--- src/rtl/logic_unit_pipe.sv ---
// Pipelined WIDTH-bit bitwise logic unit: eight ops, accumulator operand,
// zero/parity flags, and an elastic valid/ready chain of 1 or 2 slots.
module logic_unit_pipe #(
    parameter int unsigned WIDTH  = 32,
    parameter int unsigned STAGES = 2
) (
    input  logic             clk,
    input  logic             rst_n,
    input  logic             in_valid,
    output logic             in_ready,
    input  logic [2:0]       op,
    input  logic [WIDTH-1:0] a,
    input  logic [WIDTH-1:0] b,
    input  logic             use_acc,
    input  logic             acc_we,
    input  logic             acc_clr,
    output logic             out_valid,
    input  logic             out_ready,
    output logic [WIDTH-1:0] result,
    output logic             zero,
    output logic             parity,
    output logic [WIDTH-1:0] acc
);

    typedef enum logic [2:0] {
        OP_AND  = 3'b000,
        OP_OR   = 3'b001,
        OP_XOR  = 3'b010,
        OP_NOR  = 3'b011,
        OP_NAND = 3'b100,
        OP_XNOR = 3'b101,
        OP_ANDN = 3'b110,
        OP_PASS = 3'b111
    } op_e;

    logic             accept;
    logic             adv0;
    logic [WIDTH-1:0] op_a;
    logic [WIDTH-1:0] res_c;

    logic             v0_q, v0_d;
    logic [WIDTH-1:0] r0_q, r0_d;
    logic             z0_q, z0_d;
    logic             p0_q, p0_d;
    logic [WIDTH-1:0] acc_q, acc_d;

    always_comb begin
        op_a  = use_acc ? acc_q : a;
        res_c = '0;
        case (op_e'(op))
            OP_AND:  res_c = op_a & b;
            OP_OR:   res_c = op_a | b;
            OP_XOR:  res_c = op_a ^ b;
            OP_NOR:  res_c = ~(op_a | b);
            OP_NAND: res_c = ~(op_a & b);
            OP_XNOR: res_c = ~(op_a ^ b);
            OP_ANDN: res_c = op_a & ~b;
            OP_PASS: res_c = op_a;
            default: res_c = '0;
        endcase

        // adv0 depends only on slot state and out_ready, never on in_valid
        in_ready = !v0_q || adv0;
        accept   = in_valid && in_ready;

        v0_d = accept || (v0_q && !adv0);
        r0_d = accept ? res_c : r0_q;
        z0_d = accept ? (res_c == '0) : z0_q;
        p0_d = accept ? ^res_c : p0_q;

        // Clear wins over a same-cycle write and ignores the handshake
        if (acc_clr) begin
            acc_d = '0;
        end else if (accept && acc_we) begin
            acc_d = res_c;
        end else begin
            acc_d = acc_q;
        end
        acc = acc_q;
    end

    always_ff @(posedge clk or negedge rst_n) begin
        if (!rst_n) begin
            v0_q  <= 1'b0;
            r0_q  <= '0;
            z0_q  <= 1'b0;
            p0_q  <= 1'b0;
            acc_q <= '0;
        end else begin
            v0_q  <= v0_d;
            r0_q  <= r0_d;
            z0_q  <= z0_d;
            p0_q  <= p0_d;
            acc_q <= acc_d;
        end
    end

    if (STAGES == 2) begin : g_two
        logic             adv1;
        logic             v1_q, v1_d;
        logic [WIDTH-1:0] r1_q, r1_d;
        logic             z1_q, z1_d;
        logic             p1_q, p1_d;

        always_comb begin
            adv1      = v1_q && out_ready;
            adv0      = v0_q && (!v1_q || adv1);
            v1_d      = adv0 || (v1_q && !adv1);
            r1_d      = adv0 ? r0_q : r1_q;
            z1_d      = adv0 ? z0_q : z1_q;
            p1_d      = adv0 ? p0_q : p1_q;
            out_valid = v1_q;
            result    = r1_q;
            zero      = z1_q;
            parity    = p1_q;
        end

        always_ff @(posedge clk or negedge rst_n) begin
            if (!rst_n) begin
                v1_q <= 1'b0;
                r1_q <= '0;
                z1_q <= 1'b0;
                p1_q <= 1'b0;
            end else begin
                v1_q <= v1_d;
                r1_q <= r1_d;
                z1_q <= z1_d;
                p1_q <= p1_d;
            end
        end
    end else begin : g_one
        always_comb begin
            adv0      = v0_q && out_ready;
            out_valid = v0_q;
            result    = r0_q;
            zero      = z0_q;
            parity    = p0_q;
        end
    end

endmodule

--- config.mk ---
export PLATFORM = sky130hd
export DESIGN_NAME = logic_unit_pipe
export DESIGN_NICKNAME = d
export VERILOG_FILES = /design/src/rtl/logic_unit_pipe.sv
export SDC_FILE = /design/constraint.sdc
export NUM_CORES = 1
export LEC_CHECK = 0
export CORE_MARGIN = 2
export CORE_UTILIZATION = 50
export CTS_CLUSTER_DIAMETER = 200
export CTS_CLUSTER_SIZE = 10
export DETAILED_ROUTE_END_ITERATION = 6
export PLACE_DENSITY = 0.74
export SETUP_SLACK_MARGIN = 0.1
export SYNTH_ARGS = -nofsm -noshare
export SYNTH_HDL_FRONTEND = slang
export SYNTH_SLANG_ARGS = --single-unit
--- constraint.sdc ---
create_clock -name clk -period 7.6 [get_ports clk]
set_input_delay 1.14 -clock clk [delete_from_list [all_inputs] [get_ports clk]]
set_output_delay 1.14 -clock clk [all_outputs]
set_load 0.02 [all_outputs]
After elaboration in Yosys (flattened, before gate mapping)
Index checks and enable logic that the tools add are counted.
Widths: inputs -> output; s select.
{ "totals": {"reg_bits": 102, "inputBits": 74, "output_inout_bits": 68, "word_cells": 46} }
{ "op_classes": {"n_eq_ne": 7, "n_mux": 4, "bitwise_logic": 8, "reduce_logical": 18} }
{ "ops": {"columns": ["op", "count"], "rows": [
  ["$pmux 32 s8", 1],
  ["$not 32->32", 4],
  ["$mux 32", 3],
  ["$and 32x32->32", 2],
  ["$logic_not 32->1", 1],
  ["$or 32x32->32", 1],
  ["$reduce_xor 32->1", 1],
  ["$xor 32x32->32", 1],
  ["$eq 3x3->1 const B", 4],
  ["$eq 3x2->1 const B", 2],
  ["$logic_and 1x1->1", 6],
  ["$logic_not 1->1", 4],
  ["$logic_or 1x1->1", 4],
  ["$eq 3x1->1 const B", 1],
  ["$logic_not 3->1", 1],
  ["$reduce_bool 2->1", 1]
]} }

Depth between registers and ports, before layout
{ "logic_depth": {"word_depth": 8, "ltp_mapped": 16, "mapped_depth_nobuf": 14} }

Least setup slack after synthesis
OpenSTA, ideal clock, no wires.
{ "synth_path": {"path_kind": "in2reg", "from": "input port use_acc", "to": "register p0_q", "setup_time_ns": 0.137, "arrival_ns": 3.691, "required_ns": 7.463, "path_slack_ns": 3.772, "path_stages": 16, "path_buffers": 2, "cell_sequence": "buf_6 buf_6 mux2_2 inv_1 ha_1 mux2_2 o2bb2ai_1 a221oi_2 nor2_1 inv_1 ha_1 xnor2_1 xnor2_1 xnor2_1 xnor2_1 o21ai_0"} }
{ "synth_between": {"elab_chain_len": 5, "elab_cells_between_ends": 10, "cone_classes": "mux (2); bitwise (7); reduce/logical (1)"} }
{ "synth_rtl": {"columns": ["element", "line_no", "text"], "rows": [
  ["start, declared", "14", "input logic use_acc,"],
  ["$mux 32 (*)", "48", "op_a = use_acc ? acc_q : a;"],
  ["$xor 32x32->32, or another cell as far along", "53, 56", null],
  ["$not 32->32, on equally long branches", "56, 54, 55", null],
  ["$pmux 32 s8 (*)", "50", "case (op_e'(op))"],
  ["$reduce_xor 32->1 (*)", "69", "p0_d = accept ? ^res_c : p0_q;"],
  ["end signal, assigned", "93", "p0_q <= p0_d;"],
  ["end, declared", "44", "logic p0_q, p0_d;"]
]} }
Every way passes the cells marked *; elsewhere a longest branch is shown, timed or not.
A chain may end at the register's enable or synchronous reset.

Worst setup path in the final report
{ "layout_path": {"from": "input port op[1]", "to": "register p0_q"} }
{ "layout_between": {"elab_chain_len": 3, "elab_cells_between_ends": 10, "cone_classes": "eq/ne (7); mux (1); reduce/logical (2)"} }
{ "layout_rtl": {"columns": ["element", "line_no", "text"], "rows": [
  ["start, declared", "11", "input logic [2:0] op,"],
  ["$eq 3x3->1, or another cell as far along", "50", null],
  ["$pmux 32 s8 (*)", "50", null],
  ["$reduce_xor 32->1 (*)", "69", null]
]} }
Marks and branches as above.

==> run metrics <==
Vert. Die Dim between 100 and 150 microns; XOR/XNOR Fraction of Synth Area 2.79%; Rows 46; Top Ports roughly 140; TritonCTS clock tree built; Mapped Nets 1,027; nets 1,130; crit share post-route 59.1%; Detail Route Antenna Nets 0; mean post-synth cell area 9.69 sq um; post-synthesis adder-cell area fraction about 17%; pwr dens about 200 nW/um^2; number of flops mapped to enable cells by yosys 0; Via density roughly 5.7; total CTS buffers 9; wirelength, routed roughly 21,000 microns; ant diodes 0; logic gate share of total power 39.7%; layout cells sized above 1 11.7%; Tmin final 4490 ps; mux cell area share after synthesis approximately an eighth; Hold WC Path Type reg -> reg; clock share of power about a quarter; register area share after synthesis 31.3%; FFs w/ async S/R, synth between 90% and 100%; Critical Path AT about 4700 ps; RSZ-0062 raised after global routing no; detailed placement HPWL around 15,000 microns; Total Power 1.97 mW; area delta synth->final 21.0%; Core Util, Final ~62%; r2r setup slk ~4600 ps; Initial Util 51.3%; Max Cap Violations 0; initial antenna violation count 0; commonest non-fill, non-tap cell in the layout clkdlybuf4s50_1; cts repair resizes 0; Most used DFF post-synth dfrtp_1; largest net degree at the start of global routing between 60 and 70; Area after DPL around 9600 sq um; area of the multi-input gates 4870 sq um; FF/Latch Area roughly 2600 sq um; Mapped Cells 841; critical path class in -> reg; DIE WIDTH about 130 microns; CP Launch Type input pin; core box area between 15,000 and 20,000 sq um; CTS clk-pin slew, worst paths 70 ps; starting DRC count in detailed routing between 500 and 600; worst hold stages 2; gr ovfl total 0; #FFs+latches synth between 100 and 150; final hold violations 0; gr usage total between 20% and 30%; first-pass GRT wire length 34,800 microns; post-cts hold buffer count 0; die footprint 17,300 sq um; Worst R2R Start acc[6]; Final Wtd Congestion 0.832; Sw Ratio approximately a third; largest family of logic cells by synthesized area compound AO/OA/AOI/OAI gates; drt drc 0; HP Start r0_q[28]; WL/cell around 18 microns; peak supply drop approximately 0.12 mV; fin cells about 1,200; PortBufs 141; drt pass-1 iters 5; CTS Root Buffer Type clkbuf_16; H-tree Lvls 3; Synth Area in Compound Gates a little under a fifth; crit-path max FO 65; Pleak 4.68 nW; FMAX 223 MHz; Post-CTS Setup Inserts 0; commonest non-fill, non-tap cells in the layout clkdlybuf4s50_1, inv_1, ha_1, dfrtp_1, mux2_2; Slew @ Worst Pin 1260 ps; via count approximately 6,600; Final Max Slew Viols 0; status finished clean; Seq pwr share a little over a third; Psw 692 uW; count of final setup violators 0; YS warnings 0; mapped cell area ~8200 sq um; dpl cells 1,149; Clock Sink Count 102; CP Capture Type flip-flop; reg2reg path depth 14; Skew-Pair Late Insertion Delay approximately 360 ps; Synth Area in Simple Gates ~7.6%; vias in the first global route 6,464; clk_skew between 10 and 15 ps; slew margin rel. between 15 and 20%; Pint 1.27 mW; Final Cell Area 9860 sq um; # fillers ~1,400; FF-to-FF End p0_q; Worst Hold End r0_q[28]; setup_tns 0 ps; Critical Path RT approximately 7800 ps; synth unique cells 50; clk buf depth 2
-- worst max-delay path by stage --
stage                       start  slack [ps]   end
final                       op[1]        3110  p0_q
after global routing        op[1]        2750  p0_q
after CTS                   op[0]        3110  p0_q
after detailed placement    op[0]        2750  p0_q
after global placement      op[0]        2820  p0_q
after floorplan           use_acc        3770  p0_q
-- worst max-delay path: stages --
cell      delay [ps]
buf_2            370
buf_4            650
nor2b_1          840
a311oi_1         210
a21oi_1          300
inv_1            110
ha_1             300
xor2_1           160
xnor2_1          240
xnor2_1          160
xnor2_1          130
o21ai_0           80
-- power groups by stage --
stage               clock network (mW)  logic, mW  registers (mW)
detailed placement                   0      0.781           0.728
CTS                              0.475      0.785           0.717
floorplan                            0      0.421           0.790
global placement                     0      0.768           0.726
global route                     0.495      0.850           0.730
finish                           0.466      0.781           0.719
-- through the flow --
step | hold slack, ps | setup slack, ps
floorplan | 445 | 3770
global placement | 463 | 2820
detailed placement | 470 | 2750
CTS | 489 | 3110
global route | 520 | 2750
finish | 484 | 3110
-- cells in the mapped netlist, drive strengths merged (7+ instances only) --
library cell,n,area share (%)
a21oi,41,2.8
a221oi,12,1.8
a22o,32,3.4
buf,42,3.3
clkbuf,15,0.69
dfrtp,102,31
ha,112,17
inv,114,5.2
mux2,60,8.3
mux2i,34,4.4
nand2,44,2.0
nand2b,7,0.54
nor2,51,2.3
nor2b,12,0.92
o221ai,26,2.8
o22a,10,1.1
o22ai,27,2.1
o2bb2ai,10,1.1
o31a,9,0.97
o31ai,18,1.7
xnor2,13,1.4
xor2,13,1.4
-- cell type report --
type	count	share of cell area, %
tap	216	2.74
multi-input combinational	567	49.4
clock buffer	10	2.42
clock inverter	6	0.533
timing repair buffer	149	14.7
sequential	102	25.9
inverter	115	4.38
-- cell families after synthesis --
group,after synthesis
AO/OA/AOI/OAI,201
buffers and inverters,172
AND/OR/NAND/NOR,134
adder cells (fa/ha/maj),112
flip-flops,102
multiplexers,94
XOR/XNOR,26
-- layer usage --
layer  part of all wire [%]  wire (microns)  GRT usage, %
met3                    5.1            1090          2.93
met1                     47           10100          36.4
met4                    1.7             368          8.03
met5                      0               0             0
met2                     46            9880          39.6
-- state kept, by name, summed over array words and instances, names as in the netlist --
| name | count |
|---|---|
| v0_q | 1 |
| parity | 1 |
| out_valid | 1 |
| zero | 1 |
| z0_q | 1 |
| result | 32 |
| p0_q | 1 |
| r0_q | 32 |
| acc | 32 |
Note: power is estimated with default switching activity, not from simulation.
